## src/rtl/cdc_tx_arbiter.sv

```systemverilog
// cdc_tx_arbiter: round-robin arbiter feeding a four-phase CDC request channel.
//
// A grant captures one requester's payload into data_i and raises valid_i. The
// transfer then completes as the acknowledge (valid_o, already synchronized into
// clk_send) rises and falls. Only one transfer is in flight at a time.
//
// Ports:
//   clk_send    in   sole clock, rising edge
//   resetn_send in   asynchronous active-low reset
//   req_i       in   per-requester level request (payload stable while high)
//   req_data_i  in   packed payloads, requester k at [k*DATA_W +: DATA_W]
//   gnt_o       out  one-hot, one-cycle pulse when a payload is captured
//   data_i      out  payload towards the CDC channel
//   valid_i     out  CDC request level
//   valid_o     in   CDC acknowledge level
//   busy_o      out  high whenever a transfer is in progress
//   err_o       out  sticky handshake-timeout flag
//
// Optional feature: define CDC_TX_ARBITER_TIMEOUT_EN to build a 16-bit
// watchdog that abandons a stalled handshake phase after TIMEOUT cycles.
// Without it, err_o is tied low and each ack edge is awaited indefinitely.

module cdc_tx_arbiter #(
    parameter int unsigned N_REQ   = 4,
    parameter int unsigned DATA_W  = 8,
    parameter int unsigned TIMEOUT = 255
) (
    input  logic                    clk_send,
    input  logic                    resetn_send,
    input  logic [N_REQ-1:0]        req_i,
    input  logic [N_REQ*DATA_W-1:0] req_data_i,
    output logic [N_REQ-1:0]        gnt_o,
    output logic [DATA_W-1:0]       data_i,
    output logic                    valid_i,
    input  logic                    valid_o,
    output logic                    busy_o,
    output logic                    err_o
);

    localparam int unsigned PtrW = $clog2(N_REQ);

    if (N_REQ < 2 || N_REQ > 8 || TIMEOUT < 1 || TIMEOUT > 65535) begin : gen_param_check
        $fatal(1, "cdc_tx_arbiter: parameter out of range");
    end

    typedef enum logic [1:0] {
        StIdle    = 2'd0,
        StSend    = 2'd1,
        StRelease = 2'd2
    } state_e;

    state_e            state_q, state_d;
    logic [PtrW-1:0]   rr_ptr_q, rr_ptr_d;
    logic [N_REQ-1:0]  gnt_q, gnt_d;
    logic [DATA_W-1:0] data_q, data_d;
    logic              valid_q, valid_d;

    logic              sel_found;
    logic [PtrW-1:0]   sel_idx;
    logic [N_REQ-1:0]  sel_onehot;
    logic [DATA_W-1:0] sel_data;
    logic              grant;
    logic              send_to;
    logic              rel_to;

    // Round-robin pick: first pass covers [rr_ptr, N_REQ), second pass wraps to [0, rr_ptr).
    always_comb begin
        sel_found = 1'b0;
        sel_idx   = '0;
        for (int j = 0; j < N_REQ; j++) begin
            if (!sel_found && req_i[j] && (PtrW'(j) >= rr_ptr_q)) begin
                sel_found = 1'b1;
                sel_idx   = PtrW'(j);
            end
        end
        for (int j = 0; j < N_REQ; j++) begin
            if (!sel_found && req_i[j]) begin
                sel_found = 1'b1;
                sel_idx   = PtrW'(j);
            end
        end
    end

    always_comb begin
        sel_onehot = '0;
        sel_data   = '0;
        for (int j = 0; j < N_REQ; j++) begin
            if (sel_found && (sel_idx == PtrW'(j))) begin
                sel_onehot[j] = 1'b1;
                sel_data      = req_data_i[j*DATA_W +: DATA_W];
            end
        end
    end

    // A still-high ack in IDLE is stale (e.g. across reset): wait for it to fall.
    assign grant = (state_q == StIdle) && !valid_o && sel_found;

`ifdef CDC_TX_ARBITER_TIMEOUT_EN
    localparam logic [15:0] TimeoutLast = 16'(TIMEOUT - 1);

    logic [15:0] timer_q, timer_d;
    logic        err_q, err_d;

    // Timer counts cycles spent in the current phase; firing on TimeoutLast means
    // the phase lasted exactly TIMEOUT cycles. A genuine ack takes precedence.
    assign send_to = (state_q == StSend) && (timer_q == TimeoutLast);
    assign rel_to  = (state_q == StRelease) && (timer_q == TimeoutLast);

    always_comb begin
        timer_d = timer_q + 16'd1;
        if ((state_d != state_q) || (state_q == StIdle)) begin
            timer_d = '0;
        end
        err_d = err_q | (send_to && !valid_o) | (rel_to && valid_o);
    end

    always_ff @(posedge clk_send or negedge resetn_send) begin
        if (!resetn_send) begin
            timer_q <= '0;
            err_q   <= 1'b0;
        end else begin
            timer_q <= timer_d;
            err_q   <= err_d;
        end
    end

    assign err_o = err_q;
`else
    assign send_to = 1'b0;
    assign rel_to  = 1'b0;
    assign err_o   = 1'b0;
`endif

    // State register and registered outputs.
    always_ff @(posedge clk_send or negedge resetn_send) begin
        if (!resetn_send) begin
            state_q  <= StIdle;
            rr_ptr_q <= '0;
            gnt_q    <= '0;
            data_q   <= '0;
            valid_q  <= 1'b0;
        end else begin
            state_q  <= state_d;
            rr_ptr_q <= rr_ptr_d;
            gnt_q    <= gnt_d;
            data_q   <= data_d;
            valid_q  <= valid_d;
        end
    end

    // Next-state logic.
    always_comb begin
        state_d = state_q;
        unique case (state_q)
            StIdle:    if (grant) state_d = StSend;
            StSend:    if (valid_o || send_to) state_d = StRelease;
            StRelease: if (!valid_o || rel_to) state_d = StIdle;
            default:   state_d = StIdle;
        endcase
    end

    // Output / datapath next values.
    always_comb begin
        gnt_d    = '0;
        data_d   = data_q;
        valid_d  = valid_q;
        rr_ptr_d = rr_ptr_q;
        if (grant) begin
            gnt_d    = sel_onehot;
            data_d   = sel_data;
            valid_d  = 1'b1;
            rr_ptr_d = (sel_idx == PtrW'(N_REQ - 1)) ? '0 : sel_idx + 1'b1;
        end
        if ((state_q == StSend) && (state_d == StRelease)) begin
            valid_d = 1'b0;
        end
    end

    assign gnt_o   = gnt_q;
    assign data_i  = data_q;
    assign valid_i = valid_q;
    assign busy_o  = (state_q != StIdle);

endmodule

```

## config.mk

```make
export PLATFORM = sky130hd
export DESIGN_NAME = cdc_tx_arbiter
export DESIGN_NICKNAME = d
export VERILOG_FILES = /design/src/rtl/cdc_tx_arbiter.sv
export SDC_FILE = /design/constraint.sdc
export NUM_CORES = 1
export LEC_CHECK = 0
export CAP_MARGIN = 20
export CELL_PAD_IN_SITES_DETAIL_PLACEMENT = 1
export CELL_PAD_IN_SITES_GLOBAL_PLACEMENT = 1
export CORE_MARGIN = 1.5
export CORE_UTILIZATION = 25
export DETAILED_ROUTE_END_ITERATION = 10
export HOLD_SLACK_MARGIN = 0.05
export PLACE_DENSITY_LB_ADDON = 0.1
export SLEW_MARGIN = 20
export SYNTH_ARGS = -nofsm -noshare
export SYNTH_HDL_FRONTEND = slang
export SYNTH_SLANG_ARGS = --single-unit
```

## constraint.sdc

```tcl
create_clock -name clk_send -period 2.2 [get_ports clk_send]
set_input_delay 0.22 -clock clk_send [delete_from_list [all_inputs] [get_ports clk_send]]
set_output_delay 0.22 -clock clk_send [all_outputs]
set_load 0.005 [all_outputs]
```

==> impl_metrics.ini, run 1 <==
[status]
status = finished clean

[logic_synthesis]
ys.flop_type = dfrtp_1
synth_top_family_by_area = compound AO/OA/AOI/OAI gates
synth-seq-area-share = 0.3953
synth_compound_area_frac = 0.2616
synthArstFlopShare = 1.000
synth_xor_xnor_area_share = 0.008140
synthMuxAreaShare = 0.03256
synth-seq-cells = 17
yosys.area_share.simple = 0.1616
syn-num-nets = 163
syn_inst = 120
syn-mean-instance-area_um2 = 8.967
synth-adder-area-share = 0.04651
synthDominantCellAreaShare = 0.3953
syn_area_mm2 = 0.001076
yosysTopAreaCell = dfrtp_1
synth_edf_count = 0
synth_cell_types = 30
yosysWarnings = 0
synthTopCellsByArea = dfrtp_1 (40%), a21oi_1 (8.8%), a221o_1 (7.4%), nand3b_1 (5.6%), a31oi_1 (4.7%)

[worst_setup_path]
path_cells = and3b_1, o21ai_2, buf_4, o211a_1, ha_2, buf_6, a21oi_1, a221o_1, a31oi_1
crit_slowest_cell = dfrtp_1
cpPeakStageDelay_ns = 0.43
required_ns = 2.37
crit_buf_inv = 2
crit_fanout = 8
start_kind = flop
critical_path_class = reg -> reg
cpLargestDelayFamily = compound AO/OA/AOI/OAI gates
endpoint_kind = flop
cp.arrival_ns = 2.23

[final_layout]
mostFrequentLayoutCells = clkdlybuf4s50_1 (50), buf_4 (20), a21oi_1 (19), dfrtp_1 (16), inv_1 (10)
antennaDiodeCount = 0
fin_cells = 236
fin_util = 0.4536
syn_to_final_growth_pct = 71.05
drive_above_1_share = 0.1828
fill_cells = 473
layout.nets = 230
final_common_cell = clkdlybuf4s50_1

[routing]
drc = 0
ant_nets = 0
via_per_inst = 4.890
num_vias = 1154
dr.pass1.iters = 4
drt_iter0_markers = 10
routed_wl_um = 3540
wl_per_cell_um = 15.00

[global_route]
grt-ovfl-total = 0
grt_max_degree = 18
grt_pass1_wl_um = 5492
antenna_found_initial = 0
track_usage = 0.1589
grt_pass1_vias = 1185

[sta]
max_slew_margin = 0.4763
slew_viol_final = 0
worstMarginPinSlew_ns = 0.7830
hold_violations = 0
setup_viol = 0
post-route-period-util = 0.9371
final.setup.worst_slack_ns = 0.1385
hold_ws_ns = 0.4211
period_needed_ns = 2.062
fmax_mhz = 485.1
finClkSkew_ns = 0.005958

[pwr]
power_uw = 1737
ir_worst_vdd_mv = 0.2828
p_leak_uw = 0.0008087
power.density_mw_per_mm2 = 943.5

[clock_tree]
path_clk_slew_ns = 0.07
numCtsBuffers = 3
tritoncts = done
htree_levels = 1
holdBufCountCts = 0
cts-root-buf = clkbuf_8
cts_buffer_depth = 2
clock_sinks = 17
clock_latency_ns = 0.25

[run]
max_cap_violations = 0

[floorplan]
die_x_um = 68.61
start_util = 0.2652
rows = 23
core-area_mm2 = 0.004058
die_area_mm2 = 0.004707
io_pins = 54
dieHeight_um = 68.61

[hold_path]
hp-class = in -> async

[placed_design]
io_buffers = 52
dp_worst_setup_slack_ns = -0.3393
place_hpwl_um = 2708
place.gp.congestion = 0.7636
placedCellCount = 228
[power breakdown]
part	internal, uW	total [uW]	switching, uW
clock network	126	237	112
logic	590	990	400
registers	424	510	85.6
[registers in the layout (all words and copies together), names as in the netlist]
register and cells:
gnt_o 4, data_i 8, valid_i 1, state_q 2
rr_ptr_q 2
[worst paths after layout]
path / startpoint / end / depth (start not counted) / slack (ns)
max: rr_ptr_q[0] / data_i[4] / 9 / 0.14
min: resetn_send / rr_ptr_q[0] / 1 / 0.42
max reg2reg: rr_ptr_q[0] / data_i[4] / 9 / 0.14
min reg2reg: data_i[6] / data_i[6] / 2 / 0.55
max in group asynchronous: resetn_send / rr_ptr_q[1] / 1 / 1.24
min in group clk_send: req_data_i[30] / data_i[6] / 3 / 0.53
[cell usage after synthesis (all sizes together) (2+ instances only)]
| library cell | instances |
|---|---|
| o21ai | 3 |
| nor2 | 4 |
| dfrtp | 17 |
| nand3b | 8 |
| mux2i | 2 |
| ha | 4 |
| inv | 10 |
| and3 | 4 |
| a221o | 8 |
| clkbuf | 7 |
| nand2 | 8 |
| a31oi | 8 |
| buf | 4 |
| a21oi | 19 |
[layer usage]
layer,share of wire,vias up,track usage
li1,-,561,-
met1,0.42,555,0.1792
met2,0.52,36,0.3041
met3,0.045,2,0.01948
met4,0.011,0,0.05250
met5,0,-,0
[per-stage QoR]
stage	area, um^2	TNS (ns)
floorplan	1082	0
global placement	1733	-1.936
detailed placement	1733	-2.468
finish	1841	0
CTS	1782	0
global route	1841	-0.05943
[what timing repair did]
item                                    4_1_cts  5_1_grt
gates resized for setup                       2        8
buffers inserted                              0        4
cloned                                        0        0
endpoints found under the setup margin        8        8
pin swaps                                     0        4
[area by class of cell]
| class | count | area (um^2) | area share |
|---|---|---|---|
| clock buffer | 3 | 41.29 | 0.02243 |
| clock inverter | 1 | 5.005 | 0.002719 |
| inverter | 10 | 37.54 | 0.02039 |
| multi-input combinational | 82 | 580.6 | 0.3154 |
| sequential | 17 | 426.7 | 0.2318 |
| tap | 50 | 62.56 | 0.03399 |
| timing repair buffer | 73 | 686.9 | 0.3732 |
[cell families (layout without fill, tap and decap cells)]
family	count (synthesis)	count (layout)
other	1	1
xor gates and xnor gates	1	1
adders and majority gates	4	4
DFF	17	17
AOI/OAI and AO/OA	43	43
and+or+nand+nor	30	30
buffers and inverters	21	87
muxes	3	3
[worst reg2reg max path, cell delays in order, from the launching register on]
cell     delay (ns)
dfrtp_1        0.43
and3b_1        0.21
o21ai_2        0.13
buf_4          0.12
o211a_1        0.20
ha_2           0.21
buf_6          0.13
a21oi_1        0.05
a221o_1        0.35
a31oi_1        0.17
Power figures use the tool's default switching activity.
==> inputs of run 2 (changes only) <==
CORE_UTILIZATION = 28   (was 25)
clock period = 2.3 ns   (was 2.2 ns; I/O delays follow)
==> impl_metrics.ini, run 2 (same netlist as run 1, synthesis figures left out) <==
[sta]
setup_viol = 0
hold_violations = 0
post-route-period-util = 0.9490
final.setup.worst_slack_ns = 0.1172
max_slew_margin = 0.4737
finClkSkew_ns = 0.002819
period_needed_ns = 2.183
fmax_mhz = 458.1
worstMarginPinSlew_ns = 0.7870
tns_ns = 0
slew_viol_final = 0

[final_layout]
antennaDiodeCount = 0
layout.nets = 219
drive_above_1_share = 0.1086
fill_cells = 464
fin_cells = 223
largest_reg_flops = 8
ff_latch_area_um2 = 425.4
final_common_cell = clkdlybuf4s50_1
syn_to_final_growth_pct = 60.70
mostFrequentLayoutCells = clkdlybuf4s50_1 (52), a21oi_1 (19), dfrtp_1 (17), inv_1 (10), buf_4 (10)
multi_input_area_um2 = 561.8

[hold_path]
hp-class = in -> async

[placed_design]
io_buffers = 52
place.gp.congestion = 0.7116
dp_worst_setup_slack_ns = -0.3052
place_hpwl_um = 2527
placedCellCount = 219

[clock_tree]
clock_sinks = 17
htree_levels = 1
clock_latency_ns = 0.25
tritoncts = done
path_clk_slew_ns = 0.07
cts-root-buf = clkbuf_8
post-cts-setup-buffers = 0
cts_buffer_depth = 2
numCtsBuffers = 3

[global_route]
grt_pass1_wl_um = 5630
grt-ovfl-total = 0
grt_max_degree = 18
grt_pass1_vias = 1259
antenna_found_initial = 0
track_usage = 0.1739

[worst_setup_path]
required_ns = 2.47
path_cells = clkdlybuf4s50_1, mux2i_1, a221oi_2, buf_4, inv_1, ha_1, buf_4, a221o_1, a31oi_1
start_kind = input pin
crit_slowest_cell = clkdlybuf4s50_1
crit_buf_inv = 4
crit_fanout = 9
endpoint_kind = flop
critical_path_class = in -> reg
cpLargestDelayFamily = buffers and inverters
cpPeakStageDelay_ns = 0.54
cp.arrival_ns = 2.36
crit_top_cell = buf_4

[routing]
wl_per_cell_um = 14.82
num_vias = 1108
ant_nets = 0
drc = 0
drt_iter0_markers = 48
via_per_inst = 4.969
dr.pass1.iters = 4
routed_wl_um = 3305

[floorplan]
rows = 22
dieHeight_um = 64.99
core-area_mm2 = 0.003689
start_util = 0.2917
die_area_mm2 = 0.004224
io_pins = 54
die_x_um = 64.99

[run]
max_cap_violations = 0

[status]
status = finished clean

[pwr]
power_uw = 1559
power.density_mw_per_mm2 = 901.4
p_leak_uw = 0.0007356
ir_worst_vdd_mv = 0.2602
## run 2: routing by layer
metal / vias up / track usage / wire length, um
li1: 540 / - / -
met1: 540 / 0.1857 / 1378
met2: 28 / 0.3402 / 1828
met3: 0 / 0.02951 / 98
met4: 0 / 0.05585 / 0
met5: - / 0 / 0
## run 2: area by class of cell
cell class,count,share of cell area
Timing Repair Buffer,62,0.3444
Multi-Input combinational cell,82,0.3249
Sequential cell,17,0.2460
Tap cell,48,0.03473
Clock buffer,3,0.02388
Inverter,10,0.02171
Clock inverter,1,0.004342
## run 2: timing repair
| item | in CTS | in global routing |
|---|---|---|
| hold buffers | 0 | 0 |
| pin swaps | 0 | 0 |
| endpoints found under the setup margin | 8 | 3 |
| resized for setup | 2 | 1 |
## run 2: report_power, final
group	switching [uW]	internal (uW)
Sequential	85.4	404
Combinational	349	488
Clock	110	122
Total	545	1010
## run 2: path summary, 6_finish.rpt
kind                           startpoint   endpoint  slack (ns)  depth (start not counted)
min                           resetn_send  data_i[3]        0.43                          1
max                              req_i[1]  data_i[4]        0.12                          9
max in group asynchronous     resetn_send  data_i[6]        1.38                          1
min reg2reg                    state_q[0]    valid_i        0.55                          1
min in group clk_send      req_data_i[27]  data_i[3]        0.54                          3
max reg2reg                   rr_ptr_q[1]  data_i[4]        0.12                          8
## run 2: through the flow
step	util	hold WS, ns	area, um^2
after global routing	0.4688	0.4725	1729
after detailed placement	0.4532	0.5462	1672
after global placement	0.4532	0.5347	1672
after CTS	0.4671	0.4453	1723
final	0.4688	0.4292	1729
after floorplan	-	-0.06559	1076
